$ cat config.mk
export PLATFORM = sky130hd
export DESIGN_NAME = kf_interrupt_request_array
export DESIGN_NICKNAME = d
export VERILOG_FILES = /design/src/rtl/kf_interrupt_request_array.sv
export SDC_FILE = /design/constraint.sdc
export NUM_CORES = 1
export LEC_CHECK = 0
export BUFFER_PORTS_ARGS = -buffer_cell sky130_fd_sc_hd__buf_2
export CAP_MARGIN = 20
export CORE_ASPECT_RATIO = 2
export CORE_MARGIN = 2
export CORE_UTILIZATION = 53
export DETAILED_ROUTE_END_ITERATION = 16
export GPL_ROUTABILITY_DRIVEN = 0
export PLACE_DENSITY = 0.85
export SLEW_MARGIN = 25
export SYNTH_ARGS = -nofsm -noshare
export SYNTH_HDL_FRONTEND = slang
export SYNTH_SLANG_ARGS = --single-unit
$ cat constraint.sdc
create_clock -name clock -period 1.7 [get_ports clock]
set_clock_uncertainty 0.2 [all_clocks]
set_input_delay 0.17 -clock clock [delete_from_list [all_inputs] [get_ports clock]]
set_output_delay 0.17 -clock clock [all_outputs]
set_load 0.005 [all_outputs]
$ cat src/rtl/kf_interrupt_request_array.sv
// Interrupt-request front end: per-pin synchroniser, glitch filter, arm latch and IRR.
// Define KF_IRQ_EDGE_COUNT_EN to queue edge-mode requests that arrive while one is latched.
module kf_interrupt_request_array #(
  parameter int NUM_IRQ       = 8,
  parameter int SYNC_STAGES   = 2,
  parameter int FILTER_CYCLES = 3,
  parameter int PEND_WIDTH    = 2
) (
  input  logic               clock,
  input  logic               reset,
  input  logic [NUM_IRQ-1:0] level_or_edge_triggered_config,
  input  logic               freeze,
  input  logic [NUM_IRQ-1:0] clear_interrupt_request,
  input  logic [NUM_IRQ-1:0] interrupt_request_pin,
  output logic [NUM_IRQ-1:0] interrupt_request_register,
  output logic [NUM_IRQ-1:0] filtered_request
);

  // Cycles after reset before the filter output reflects the real pin level.
  localparam int WARM = SYNC_STAGES + FILTER_CYCLES;
  localparam int WW   = $clog2(WARM + 1);

  generate
    if (NUM_IRQ < 1 || NUM_IRQ > 32 || SYNC_STAGES < 1 || FILTER_CYCLES < 0 || PEND_WIDTH < 1) begin : g_bad_params
      $error("kf_interrupt_request_array: illegal parameter value");
    end
  endgenerate

  logic [SYNC_STAGES-1:0][NUM_IRQ-1:0] sync_q, sync_d;
  logic [NUM_IRQ-1:0] sync_out, filt, edge_det;
  logic [NUM_IRQ-1:0] arm_q, arm_d, irr_q, irr_d;
  logic [WW-1:0]      warm_q, warm_d;
  logic               primed;

  always_comb begin
    sync_d    = sync_q;
    sync_d[0] = interrupt_request_pin;
    for (int k = 1; k < SYNC_STAGES; k++) begin
      sync_d[k] = sync_q[k-1];
    end
  end

  assign sync_out = sync_q[SYNC_STAGES-1];

  generate
    if (FILTER_CYCLES == 0) begin : g_no_filter
      assign filt = sync_out;
    end else begin : g_filter
      localparam int CW = $clog2(FILTER_CYCLES + 1);
      localparam logic [CW-1:0] LAST = CW'(FILTER_CYCLES - 1);
      logic [NUM_IRQ-1:0][CW-1:0] cnt_q, cnt_d;
      logic [NUM_IRQ-1:0]         filt_q, filt_d;

      always_comb begin
        cnt_d  = cnt_q;
        filt_d = filt_q;
        for (int i = 0; i < NUM_IRQ; i++) begin
          if (sync_out[i] == filt_q[i]) begin
            cnt_d[i] = '0;
          end else if (cnt_q[i] == LAST) begin
            filt_d[i] = sync_out[i];
            cnt_d[i]  = '0;
          end else begin
            cnt_d[i] = cnt_q[i] + 1'b1;
          end
        end
      end

      always_ff @(posedge clock) begin
        if (reset) begin
          cnt_q  <= '0;
          filt_q <= '0;
        end else begin
          cnt_q  <= cnt_d;
          filt_q <= filt_d;
        end
      end

      assign filt = filt_q;
    end
  endgenerate

  // Arming waits for the pipeline to fill so a pin held high across reset is not mistaken for low.
  assign primed   = (warm_q == WW'(WARM));
  assign warm_d   = primed ? warm_q : warm_q + 1'b1;
  assign edge_det = arm_q & filt;

`ifdef KF_IRQ_EDGE_COUNT_EN
  localparam logic [PEND_WIDTH-1:0] PEND_MAX = '1;
  logic [NUM_IRQ-1:0]                 filt_prev_q;
  logic [NUM_IRQ-1:0][PEND_WIDTH-1:0] pend_q, pend_d;
`endif

  always_comb begin
    arm_d = arm_q;
    irr_d = irr_q;
`ifdef KF_IRQ_EDGE_COUNT_EN
    pend_d = pend_q;
`endif
    for (int i = 0; i < NUM_IRQ; i++) begin
      if (clear_interrupt_request[i]) begin
        arm_d[i] = 1'b0;
      end else if (primed && !filt[i]) begin
        arm_d[i] = 1'b1;
      end

      if (clear_interrupt_request[i]) begin
        irr_d[i] = 1'b0;
      end else if (freeze) begin
        irr_d[i] = irr_q[i];
      end else if (level_or_edge_triggered_config[i]) begin
        irr_d[i] = filt[i];
      end else begin
`ifdef KF_IRQ_EDGE_COUNT_EN
        // Queued edges are replayed one at a time; a latched edge request stays until cleared.
        if (!irr_q[i] && pend_q[i] != '0) begin
          irr_d[i]  = 1'b1;
          pend_d[i] = pend_q[i] - 1'b1;
        end else begin
          irr_d[i] = irr_q[i] | edge_det[i];
        end
`else
        irr_d[i] = edge_det[i];
`endif
      end

`ifdef KF_IRQ_EDGE_COUNT_EN
      if (level_or_edge_triggered_config[i]) begin
        pend_d[i] = '0;
      end else if (filt[i] && !filt_prev_q[i] && (irr_q[i] || freeze) && pend_q[i] != PEND_MAX) begin
        pend_d[i] = pend_q[i] + 1'b1;
      end
`endif
    end
  end

  always_ff @(posedge clock) begin
    if (reset) begin
      sync_q <= '0;
      warm_q <= '0;
      arm_q  <= '0;
      irr_q  <= '0;
`ifdef KF_IRQ_EDGE_COUNT_EN
      filt_prev_q <= '0;
      pend_q      <= '0;
`endif
    end else begin
      sync_q <= sync_d;
      warm_q <= warm_d;
      arm_q  <= arm_d;
      irr_q  <= irr_d;
`ifdef KF_IRQ_EDGE_COUNT_EN
      filt_prev_q <= filt;
      pend_q      <= pend_d;
`endif
    end
  end

  assign interrupt_request_register = irr_q;
  assign filtered_request           = filt;

endmodule

======== Yosys cells after proc, flatten, opt, wreduce, memory -nomap -nowiden ========
Cells that the tools add are included.
word-level totals
  register bits ........................... 59
  bits of input ports ..................... 27
  output and inout bits ................... 16
  word-level logic and storage cells ...... 118
cells by class
  add/subtract/negate cells ............... 9
  equal/unequal tests ..................... 17
  muxes and demuxes ....................... 8
  bitwise operators ....................... 9
  reductions and logical operators ........ 40
operator list
  operator                                      number
  OR reduction 3 bit                            8
  adder 2 x 1 -> 2 bit (second input constant)  8
  == test 2 bit (second input constant)         8
  AND reduction 2 bit                           8
  OR reduction 2 bit                            8
  AND 8 bit                                     1
  == test 1 bit                                 8
  logical AND 1 bit                             8
  zero test 1 bit                               8
  2-to-1 mux 1 bit                              8
  inverter 1 bit                                8
  adder 3 x 1 -> 3 bit (second input constant)  1
  == test 3 bit (second input constant)         1

======== Depth between registers and ports, before layout ========
Gate-level depths: netlist of the first run.
  depth after elaboration ................. 3
  depth in mapped cells ................... 6
  mapped depth without buffers ............ 5

======== Least setup slack after synthesis of the first run ========
No wires, ideal clock.
  path type ............................... register to register
  from .................................... register warm_q[1]
  to ...................................... register warm_q[1]
  setup time .............................. 0.086 ns
  arrival time ............................ 1.018 ns
  required time ........................... 1.414 ns
  path slack .............................. 0.396 ns
  cell stages (with the launch flop) ...... 7
  buffers on the path ..................... 1
  period minus slack after synthesis ...... 1.304 ns
  cells stage by stage .................... dfxtp_1 > inv_1 > ha_1 > nand2_1 > buf_2 > nor2_1 > a211oi_1
between the ends
  longest elaborated chain between the ends .. 1
  elaborated cells between the ends (all ways) .. 2
  classes of those cells .................. add/sub: 1; eq/ne: 1
RTL lines
  item                                                   line    RTL
  start: declaration                                     32      logic [WW-1:0] warm_q, warm_d;
  start signal: assignment                               149     warm_q <= warm_d;
  adder 3 x 1 -> 3 bit or == test 3 bit (tied branches)  85, 84
Parallel ways exist; a longest one is shown, timed or not.
A chain may end at the register's enable or synchronous reset.

======== Worst setup path after layout of the first run ========
  from .................................... register warm_q[0]
  to ...................................... register arm_q[6]
between the ends
  longest elaborated chain between the ends .. 2
RTL lines
  item                    line  RTL
  == test 3 bit           84    assign primed = (warm_q == WW'(WARM));
  logical AND 1 bit       103   end else if (primed && !filt[i]) begin
  end signal: assignment  150   arm_q <= arm_d;
  end: declaration        31    logic [NUM_IRQ-1:0] arm_q, arm_d, irr_q, irr_d;
No other way between the ends.

==> impl_metrics.py, run 1 <==
metrics = {
    "critical_path": {
        "worstSetupEndpointType": "register",
        "cp_max_fo": 11,
        "start_kind": "register",
        "ff2ff_setup_slack_ns": 0.11,
        "r2r_cells": 4,
        "startpoint": "warm_q[0]",
        "r2r-end": "arm_q[6]",
        "critical_path_required_ns": 1.75,
        "crit_chain": "ha_1 > nand2_1 > o21ba_2 > nor3_1",
        "cp_slowest_cell": "dfxtp_1",
        "reg2reg_from": "warm_q[0]",
        "critical_path_class": "reg2reg",
        "max_stage_delay_ns": 0.38,
        "critPathArrivalTime_ns": 1.64,
        "setup.worst_path.end": "arm_q[6]",
    },
    "layout": {
        "area_growth_pct": 30.11,
        "fin_nets": 309,
        "drive_above_1_share_pct": 29.60,
        "finalInstanceArea_mm2": 0.002795,
        "diodes": 0,
        "fill_cells": 302,
        "instances_no_fill": 328,
    },
    "drt": {
        "drt_iter0_drc": 29,
        "routedWlPerCell_um": 12.18,
        "drt-total-wl_um": 3994,
        "postRouteAntennaNets": 0,
        "wl_met1_um": 1638,
        "num_vias": 1628,
        "routed_via_density": 4.963,
        "dr.pass1.iters": 4,
        "wl_met3_um": 168,
        "drc": 0,
        "wl_met2_um": 2054,
        "routed.top_layer": "met4",
    },
    "yosys": {
        "synth.most_common_cell": "dfxtp_1",
        "synthTopCellsByArea": "dfxtp_1 55%, ha_1 5.8%, nor2b_1 4.7%, nor3_1 4.0%, mux2i_1 3.7%",
        "synth.cell_area_mm2": 0.002148,
        "yosys.area_share.adder_pct": 5.824,
        "synthSimpleGateAreaFrac_pct": 19.45,
        "muxShareOfSynthArea_pct": 3.727,
        "yosys_warnings": 0,
        "synth_enable_flop_cells": 0,
        "yosysTopAreaCell": "dfxtp_1",
        "ys_seq_area_share_pct": 54.98,
        "synthXorXnorAreaFrac_pct": 3.669,
        "synth.avg_cell_area_um2": 10.38,
        "yosys.area.top_type_share_pct": 54.98,
        "yosys-top-cells-count": "59 x dfxtp_1, 20 x nor2_1, 17 x nor3_1",
        "synth_top_family_by_area": "simple AND/OR/NAND/NOR gates",
        "yosys_register_bits": 59,
        "synthFlopType": "dfxtp_1",
        "syn_nets": 244,
        "synth_compound_area_share_pct": 8.736,
        "yosys.cell_types.count": 20,
        "async_reset_ff_share_pct": 0,
        "syn_inst": 207,
    },
    "grt": {
        "antenna_found_initial": 0,
        "grt_pass1_wl_um": 6637,
        "grt_pass1_vias": 1574,
        "grt-ovfl-total": 0,
        "grtUsageTotal_pct": 19.44,
        "grt_max_degree": 22,
    },
    "clock_tree": {
        "cts_max_level": 3,
        "clock_sinks": 59,
        "cts_tree": "yes",
        "cts_made_buffers": 9,
        "insertion_delay_ns": 0.34,
        "ctsLongestPathBuffers": 2,
        "ctsResizeCount": 0,
        "clkTransAtPathRegs_ns": 0.07,
        "cts_root_buf": "clkbuf_8",
        "postCtsSetupRepairBufs": 0,
    },
    "die": {
        "die_y_um": 94.04,
        "fp-row-count": 32,
        "die-area_mm2": 0.004610,
        "initial_utilization_pct": 55.32,
        "die_w_um": 49.02,
        "io_pins": 43,
        "core-area_mm2": 0.003884,
    },
    "timing": {
        "slew_violations": 0,
        "fin_crit_ns": 1.592,
        "max_freq_mhz": 628.0,
        "period_share_pct": 93.67,
        "worst_pin_slew_ns": 0.4172,
        "tns_ns": 0,
        "relSlewSlack_pct": 72.12,
        "hold_viol": 0,
        "rsz0062_at_grt": "no",
        "setup-violations-final": 0,
    },
    "power": {
        "p_int_mw": 2.404,
        "p_switching_mw": 0.6135,
        "clock_power_share_pct": 47.1,
        "power_density_mw_per_mm2": 1080,
        "swShare_pct": 20.33,
        "p_comb_share_pct": 5.3,
        "peakVddDrop_v": 0.001498,
        "leakagePower_nw": 1.135,
        "power_mw": 3.018,
        "seqPwrFrac_pct": 47.6,
    },
    "place": {
        "dp_cells": 296,
        "port_buffers": 42,
        "placed_cell_area_mm2": 0.002409,
        "hpwl_um": 2457,
    },
    "worst_hold_path": {
        "worst_hold_path_type": "in2reg",
    },
    "flow_run": {
        "drv_cap": 0,
    },
    "status": {
        "outcome": "complete, no violations",
    },
}
-- power groups by stage --
stage | Combinational [mW] | Sequential, mW | Clock, mW
2_1_floorplan | 0.0815 | 1.46 | 0
5_1_grt | 0.176 | 1.44 | 1.52
3_3_place_gp | 0.125 | 1.46 | 0
6_report | 0.160 | 1.44 | 1.42
4_1_cts | 0.160 | 1.44 | 1.44
3_5_place_dp | 0.130 | 1.46 | 0
-- timing repair --
action                                  4_1_cts  5_1_grt
hold buffers                                 16        0
endpoints found under the setup margin        0        0
hold endpoints to repair                     24        0
-- registers in the layout, indices dropped and copies added, names as in the netlist --
register and flops:
warm_q 3, sync_out 8, sync_d 8, arm_q 8
filtered_request 8, interrupt_request_register 8, g_filter.cnt_q 16
-- logic make-up after synthesis --
family,after synthesis
simple gates,79
buf+inv,17
flops,59
mux,8
fa+ha+maj,10
xor+xnor,9
compound gates,25
-- metal layers --
layer / up-vias / GRT usage (%)
met5: - / 0
met4: 0 / 15.00
met3: 14 / 6.210
met2: 47 / 32.42
met1: 758 / 19.75
li1: 809 / -
-- how the worst min path moves through the flow --
stage | slack, ns | start | endpoint | depth (start not counted)
3_5_place_dp | 0.16 | clear_interrupt_request[1] | arm_q[1] | 2
3_3_place_gp | 0.15 | clear_interrupt_request[1] | arm_q[1] | 2
6_report | 0.04 | reset | filtered_request[5] | 2
4_1_cts | 0.04 | reset | filtered_request[5] | 2
5_1_grt | 0.06 | reset | filtered_request[5] | 2
2_1_floorplan | 0.05 | clear_interrupt_request[0] | arm_q[0] | 1
-- area by class of cell --
type	instances	area, um^2	share of cell area [%]
flip-flops and latches	59	1181	42.26
inverters	9	33.78	1.209
clock buffers	11	151.4	5.416
well taps	51	63.81	2.283
multi-input cells	131	889.6	31.83
clock inverters	5	75.07	2.686
repair buffers	62	400.4	14.32
-- metrics by stage --
step	utilization (%)	setup WS (ns)	hold WS, ns
3_3_place_gp	62.02	0.2724	0.1496
5_1_grt	71.97	0.02058	0.05581
3_5_place_dp	62.02	0.1785	0.1551
4_1_cts	71.97	0.09924	0.03927
2_1_floorplan	-	0.3963	0.04565
6_report	71.97	0.1077	0.03780
-- worst max-delay path, delay by kind of cell, from the launching register on --
kind,cells,cell delay [ns]
simple gates,2,0.43
flops,1,0.38
compound gates,1,0.29
fa+ha+maj,1,0.19
-- cell usage in the layout (no fill, tap or decap) --
cell type	netlist	final
buf_2	4	42
o21ba_2	8	8
mux2i_1	8	8
clkbuf_8	0	11
inv_1	9	9
xnor2_1	9	9
a211oi_1	1	1
o21a_1	8	8
clkinv_2	0	3
or3_1	4	4
bufinv_16	0	2
nor3_1	17	17
nor2_2	8	8
nand2_1	10	10
buf_4	2	4
ha_1	10	10
dlygate4sd3_1	0	16
nor2_1	20	20
dfxtp_1	59	59
or3_4	4	4
o21ai_0	8	8
nor2b_1	16	16
No activity file was read; power rests on OpenSTA's default activity.
==> run 2, diff against run 1 <==
--- a/config.mk
+++ b/config.mk
@@ -5,14 +5,14 @@
 export SDC_FILE = /design/constraint.sdc
 export NUM_CORES = 1
 export LEC_CHECK = 0
+export ABC_AREA = 1
 export BUFFER_PORTS_ARGS = -buffer_cell sky130_fd_sc_hd__buf_2
 export CAP_MARGIN = 20
-export CORE_ASPECT_RATIO = 2
 export CORE_MARGIN = 2
-export CORE_UTILIZATION = 53
+export CORE_UTILIZATION = 54
 export DETAILED_ROUTE_END_ITERATION = 16
 export GPL_ROUTABILITY_DRIVEN = 0
-export PLACE_DENSITY = 0.85
+export PLACE_DENSITY = 0.86
 export SLEW_MARGIN = 25
 export SYNTH_ARGS = -nofsm -noshare
 export SYNTH_HDL_FRONTEND = slang
==> impl_metrics.py, run 2 <==
metrics = {
    "critical_path": {
        "start_kind": "primary input",
        "max_stage_delay_ns": 0.55,
        "cp_slowest_cell": "dlygate4sd3_1",
        "critical_path_class": "in2reg",
        "critPathMostFrequentCell": "dlygate4sd3_1",
        "critical_path_required_ns": 1.78,
        "crit_chain": "dlygate4sd3_1 > buf_2 > nor2_1 > o21ai_0 > a21oi_1 > dlygate4sd3_1",
        "critPathArrivalTime_ns": 1.70,
        "path_delay_family": "buffers and inverters",
        "crit_buf_inv": 3,
        "worstSetupEndpointType": "register",
        "cp_max_fo": 2,
    },
    "place": {
        "port_buffers": 42,
        "placed_cell_area_mm2": 0.002546,
        "hpwl_um": 3064,
        "dp_cells": 357,
    },
    "die": {
        "die-area_mm2": 0.004826,
        "fp-row-count": 23,
        "io_pins": 43,
        "initial_utilization_pct": 57.05,
        "die_y_um": 69.47,
        "die_w_um": 69.47,
        "core-area_mm2": 0.004058,
    },
    "yosys": {
        "synthTopCellsByArea": "dfxtp_1 51%, inv_1 8.4%, nor2_1 7.0%, ha_1 5.4%, o21ai_0 4.5%",
        "yosys_register_bits": 59,
        "yosys_warnings": 0,
        "async_reset_ff_share_pct": 0,
        "synth.most_common_cell": "dfxtp_1",
        "syn_nets": 305,
        "syn_inst": 268,
        "ys_seq_area_share_pct": 51.03,
        "synth.cell_area_mm2": 0.002315,
        "synth.avg_cell_area_um2": 8.637,
        "yosys.area.top_type_share_pct": 51.03,
        "synth_enable_flop_cells": 0,
        "yosys.cell_types.count": 17,
        "synthFlopType": "dfxtp_1",
        "yosys-top-cells-count": "59 x dfxtp_1, 52 x inv_1, 43 x nor2_1",
        "yosysTopAreaCell": "dfxtp_1",
    },
    "clock_tree": {
        "clkTransAtPathRegs_ns": 0.06,
        "postCtsSetupRepairBufs": 0,
        "clock_sinks": 59,
        "ctsLongestPathBuffers": 2,
        "cts_made_buffers": 9,
        "cts_max_level": 3,
        "insertion_delay_ns": 0.34,
        "cts_tree": "yes",
        "cts_root_buf": "clkbuf_8",
    },
    "layout": {
        "diodes": 0,
        "area_growth_pct": 27.41,
        "final_cell_mix": "59 x dfxtp_1, 52 x inv_1, 42 x nor2_1, 42 x buf_2, 24 x dlygate4sd3_1",
        "instances_no_fill": 396,
        "multiInputGateArea_um2": 869.6,
        "final_common_cell": "dfxtp_1",
        "fill_cells": 301,
        "finalInstanceArea_mm2": 0.002949,
        "top_register": "g_filter.cnt_q",
        "largest_register_ff_count": 16,
        "seq_area_mm2": 0.001181,
        "final_util_pct": 72.68,
        "drive_above_1_share_pct": 23.41,
        "fin_nets": 379,
    },
    "worst_hold_path": {
        "worst_hold_path_type": "in2reg",
    },
    "status": {
        "outcome": "complete, no violations",
    },
    "timing": {
        "hold_viol": 0,
        "period_share_pct": 95.44,
        "hold_slack_ns": 0.02938,
        "rsz0062_at_grt": "no",
        "worst_pin_slew_ns": 0.4253,
        "fin_crit_ns": 1.622,
        "slew_violations": 0,
        "tns_ns": 0,
        "setup-violations-final": 0,
        "max_freq_mhz": 616.3,
        "relSlewSlack_pct": 71.61,
    },
    "grt": {
        "grtUsageTotal_pct": 21.13,
        "antenna_found_initial": 0,
        "grt-ovfl-total": 0,
        "grt_pass1_vias": 1825,
        "grt_pass1_wl_um": 7879,
        "grt_max_degree": 18,
    },
    "drt": {
        "drc": 0,
        "routedWlPerCell_um": 11.92,
        "routed_via_density": 4.798,
        "num_vias": 1900,
        "drt-total-wl_um": 4720,
        "postRouteAntennaNets": 0,
        "drt_iter0_drc": 69,
        "dr.pass1.iters": 4,
    },
    "flow_run": {
        "drv_cap": 0,
    },
    "power": {
        "peakVddDrop_v": 0.0006294,
        "leakagePower_nw": 1.331,
        "power_density_mw_per_mm2": 923.6,
    },
}
run 2: changes by cell type in the layout (fill, tap and decap cells not counted), sizes merged, moves of 9 or more:
cell	previous run	this run
a21oi	0	17
inv	9	52
nand2	10	21
nand3	0	17
nor2	28	52
nor2b	16	0
nor3	17	0
o21ai	8	25
xnor2	9	0
run 2: where the power goes:
group / total, mW / leakage (nW) / switching (mW) / internal (mW)
Sequential: 1.45 / 0.481 / 0.0250 / 1.42
Combinational: 0.217 / 0.764 / 0.109 / 0.108
Clock: 1.06 / 0.0860 / 0.506 / 0.553
run 2: worst paths after layout:
check | startpoint | to | slack, ns | cells after the start
hold reg to reg | sync_d[15] | sync_out[7] | 0.20 | 2
setup / recovery | clear_interrupt_request[3] | interrupt_request_register[3] | 0.08 | 6
hold / removal | reset | sync_out[3] | 0.03 | 2
setup reg to reg | filtered_request[7] | interrupt_request_register[7] | 0.22 | 3
run 2: layer usage:
| layer | track usage, % | vias to the layer above | share of wire [%] |
|---|---|---|---|
| met5 | 0 | - | 0 |
| met4 | 10.46 | 0 | 2.1 |
| met3 | 6.250 | 9 | 4.6 |
| met2 | 37.61 | 41 | 50 |
| met1 | 22.61 | 873 | 43 |
| li1 | - | 977 | - |
run 2: final cells by class:
type,count,area share [%]
Clock buffer,12,4.922
Clock inverter,3,0.5091
Inverter,52,6.619
Multi-Input combinational cell,150,29.49
Sequential cell,59,40.05
Tap cell,50,2.121
Timing Repair Buffer,70,16.29
run 2: per-stage QoR:
step                worst slack (ns)  total power [mW]
floorplan                     0.5433             1.595
global placement              0.3576             1.644
detailed placement            0.2620             1.653
CTS                          0.07310             2.739
global route                0.006210             2.825
finish                       0.07753             2.724
run 2: timing repair:
item,4_1_cts,5_1_grt
endpoints found under the hold margin,24,0
setup endpoints to repair,0,1
hold buffers,24,0
resized for setup,0,1
run 2: logic make-up after synthesis:
family	Yosys count	synth area share, %
AOI/OAI and AO/OA	50	13.62
adders and majority gates	10	5.405
buffers and inverters	59	11.51
DFF	59	51.03
and+or+nand+nor	90	18.43
==> run 3, diff against run 2 <==
--- a/config.mk
+++ b/config.mk
@@ -5,14 +5,13 @@
 export SDC_FILE = /design/constraint.sdc
 export NUM_CORES = 1
 export LEC_CHECK = 0
-export ABC_AREA = 1
+export ABC_AREA = 0
 export BUFFER_PORTS_ARGS = -buffer_cell sky130_fd_sc_hd__buf_2
 export CAP_MARGIN = 20
-export CORE_MARGIN = 2
-export CORE_UTILIZATION = 54
+export CORE_UTILIZATION = 53
 export DETAILED_ROUTE_END_ITERATION = 16
 export GPL_ROUTABILITY_DRIVEN = 0
-export PLACE_DENSITY = 0.86
+export PLACE_DENSITY = 0.85
 export SLEW_MARGIN = 25
 export SYNTH_ARGS = -nofsm -noshare
 export SYNTH_HDL_FRONTEND = slang
==> impl_metrics.py, run 3 (same netlist as run 1, synthesis figures left out) <==
metrics = {
    "status": {
        "outcome": "complete, no violations",
    },
    "layout": {
        "instances_no_fill": 324,
        "largest_register_ff_count": 16,
        "area_growth_pct": 27.78,
        "top_register": "g_filter.cnt_q",
        "final_common_cell": "dfxtp_1",
        "drive_above_1_share_pct": 27.90,
        "fill_cells": 271,
        "final_cell_mix": "59 x dfxtp_1, 42 x buf_2, 20 x nor2_1",
        "diodes": 0,
        "fin_nets": 308,
        "finalInstanceArea_mm2": 0.002745,
    },
    "place": {
        "hpwl_um": 2438,
        "dp_slack_ns": 0.2225,
        "port_buffers": 42,
        "placed_cell_area_mm2": 0.002397,
        "dp_cells": 292,
    },
    "drt": {
        "num_vias": 1611,
        "drt_iter0_drc": 63,
        "postRouteAntennaNets": 0,
        "routed_via_density": 4.972,
        "dr.pass1.iters": 4,
        "routedWlPerCell_um": 11.93,
        "drt-total-wl_um": 3864,
        "drc": 0,
    },
    "timing": {
        "hold_slack_ns": 0.05115,
        "postLayoutSetupSlackWorst_ns": 0.1420,
        "slew_violations": 0,
        "worst_pin_slew_ns": 0.4068,
        "fin_crit_ns": 1.558,
        "max_freq_mhz": 641.9,
        "setup-violations-final": 0,
        "relSlewSlack_pct": 72.82,
        "tns_ns": 0,
        "rsz0062_at_grt": "no",
        "period_share_pct": 91.65,
        "hold_viol": 0,
    },
    "power": {
        "clock_power_share_pct": 42.9,
        "swShare_pct": 20.20,
        "power_density_mw_per_mm2": 1015,
        "p_comb_share_pct": 5.6,
        "seqPwrFrac_pct": 51.5,
        "p_int_mw": 2.223,
        "peakVddDrop_v": 0.0007404,
        "leakagePower_nw": 1.106,
        "p_switching_mw": 0.5627,
    },
    "clock_tree": {
        "clock_sinks": 59,
        "clkTransAtPathRegs_ns": 0.06,
        "cts_max_level": 3,
        "ctsResizeCount": 0,
        "cts_tree": "yes",
        "insertion_delay_ns": 0.32,
        "cts_root_buf": "clkbuf_8",
        "cts_made_buffers": 9,
        "postCtsSetupRepairBufs": 0,
        "hold_buffers": 16,
        "ctsLongestPathBuffers": 2,
    },
    "grt": {
        "grtUsageTotal_pct": 20.61,
        "grt_max_degree": 24,
        "grt-ovfl-total": 0,
        "grt_pass1_wl_um": 6444,
        "grt_pass1_vias": 1525,
        "antenna_found_initial": 0,
    },
    "die": {
        "fp-row-count": 22,
        "io_pins": 43,
        "die_y_um": 65.67,
        "core-area_mm2": 0.003771,
        "die-area_mm2": 0.004312,
        "initial_utilization_pct": 56.97,
        "die_w_um": 65.67,
    },
    "flow_run": {
        "drv_cap": 0,
    },
    "critical_path": {
        "cp_max_fo": 11,
        "start_kind": "register",
        "worstSetupEndpointType": "register",
        "critical_path_required_ns": 1.73,
        "critical_path_class": "reg2reg",
        "critPathArrivalTime_ns": 1.59,
    },
    "worst_hold_path": {
        "worst_hold_path_type": "in2reg",
    },
}
run 3: final cells by class:
cell class | instances | area [um^2] | share of cell area [%]
Clock buffer | 14 | 152.6 | 5.561
Clock inverter | 2 | 35.03 | 1.276
Inverter | 9 | 33.78 | 1.231
Multi-Input combinational cell | 131 | 889.6 | 32.41
Sequential cell | 59 | 1181 | 43.03
Tap cell | 48 | 60.06 | 2.188
Timing Repair Buffer | 61 | 392.9 | 14.31
run 3: path summary, 6_finish.rpt:
path                     start             endpoint  slack [ns]  depth (start not counted)
max                  warm_q[0]             arm_q[3]        0.14                          4
min                      reset  filtered_request[0]        0.05                          2
max reg2reg          warm_q[0]             arm_q[3]        0.14                          4
min reg2reg  g_filter.cnt_q[2]    g_filter.cnt_q[2]        0.21                          1
run 3: power groups by stage:
| stage | Clock, mW | Sequential, mW | Combinational (mW) |
|---|---|---|---|
| 6_report | 1.19 | 1.44 | 0.155 |
| 5_1_grt | 1.28 | 1.44 | 0.173 |
| 4_1_cts | 1.22 | 1.44 | 0.154 |
| 3_5_place_dp | 0 | 1.46 | 0.125 |
| 3_3_place_gp | 0 | 1.46 | 0.122 |
| 2_1_floorplan | 0 | 1.46 | 0.0815 |
run 3: through the flow:
step | power, mW | utilization (%)
2_1_floorplan | 1.543 | -
3_3_place_gp | 1.585 | 63.57
3_5_place_dp | 1.590 | 63.57
4_1_cts | 2.813 | 72.79
5_1_grt | 2.895 | 72.79
6_report | 2.785 | 72.79
run 3: metal layers:
layer / vias up / routed length (um) / GRT usage (%) / share of wire (%)
met5: - / 0 / 0 / 0
li1: 810 / - / - / -
met3: 7 / 205 / 7.639 / 5.3
met1: 747 / 1726 / 22.79 / 45
met4: 0 / 64 / 13.59 / 1.7
met2: 47 / 1867 / 32.78 / 48
run 3: critical path, cell delays in order (launching register included):
cell,delay [ns]
dfxtp_1,0.38
ha_1,0.18
nand2_1,0.25
o21ba_2,0.29
nor3_1,0.16
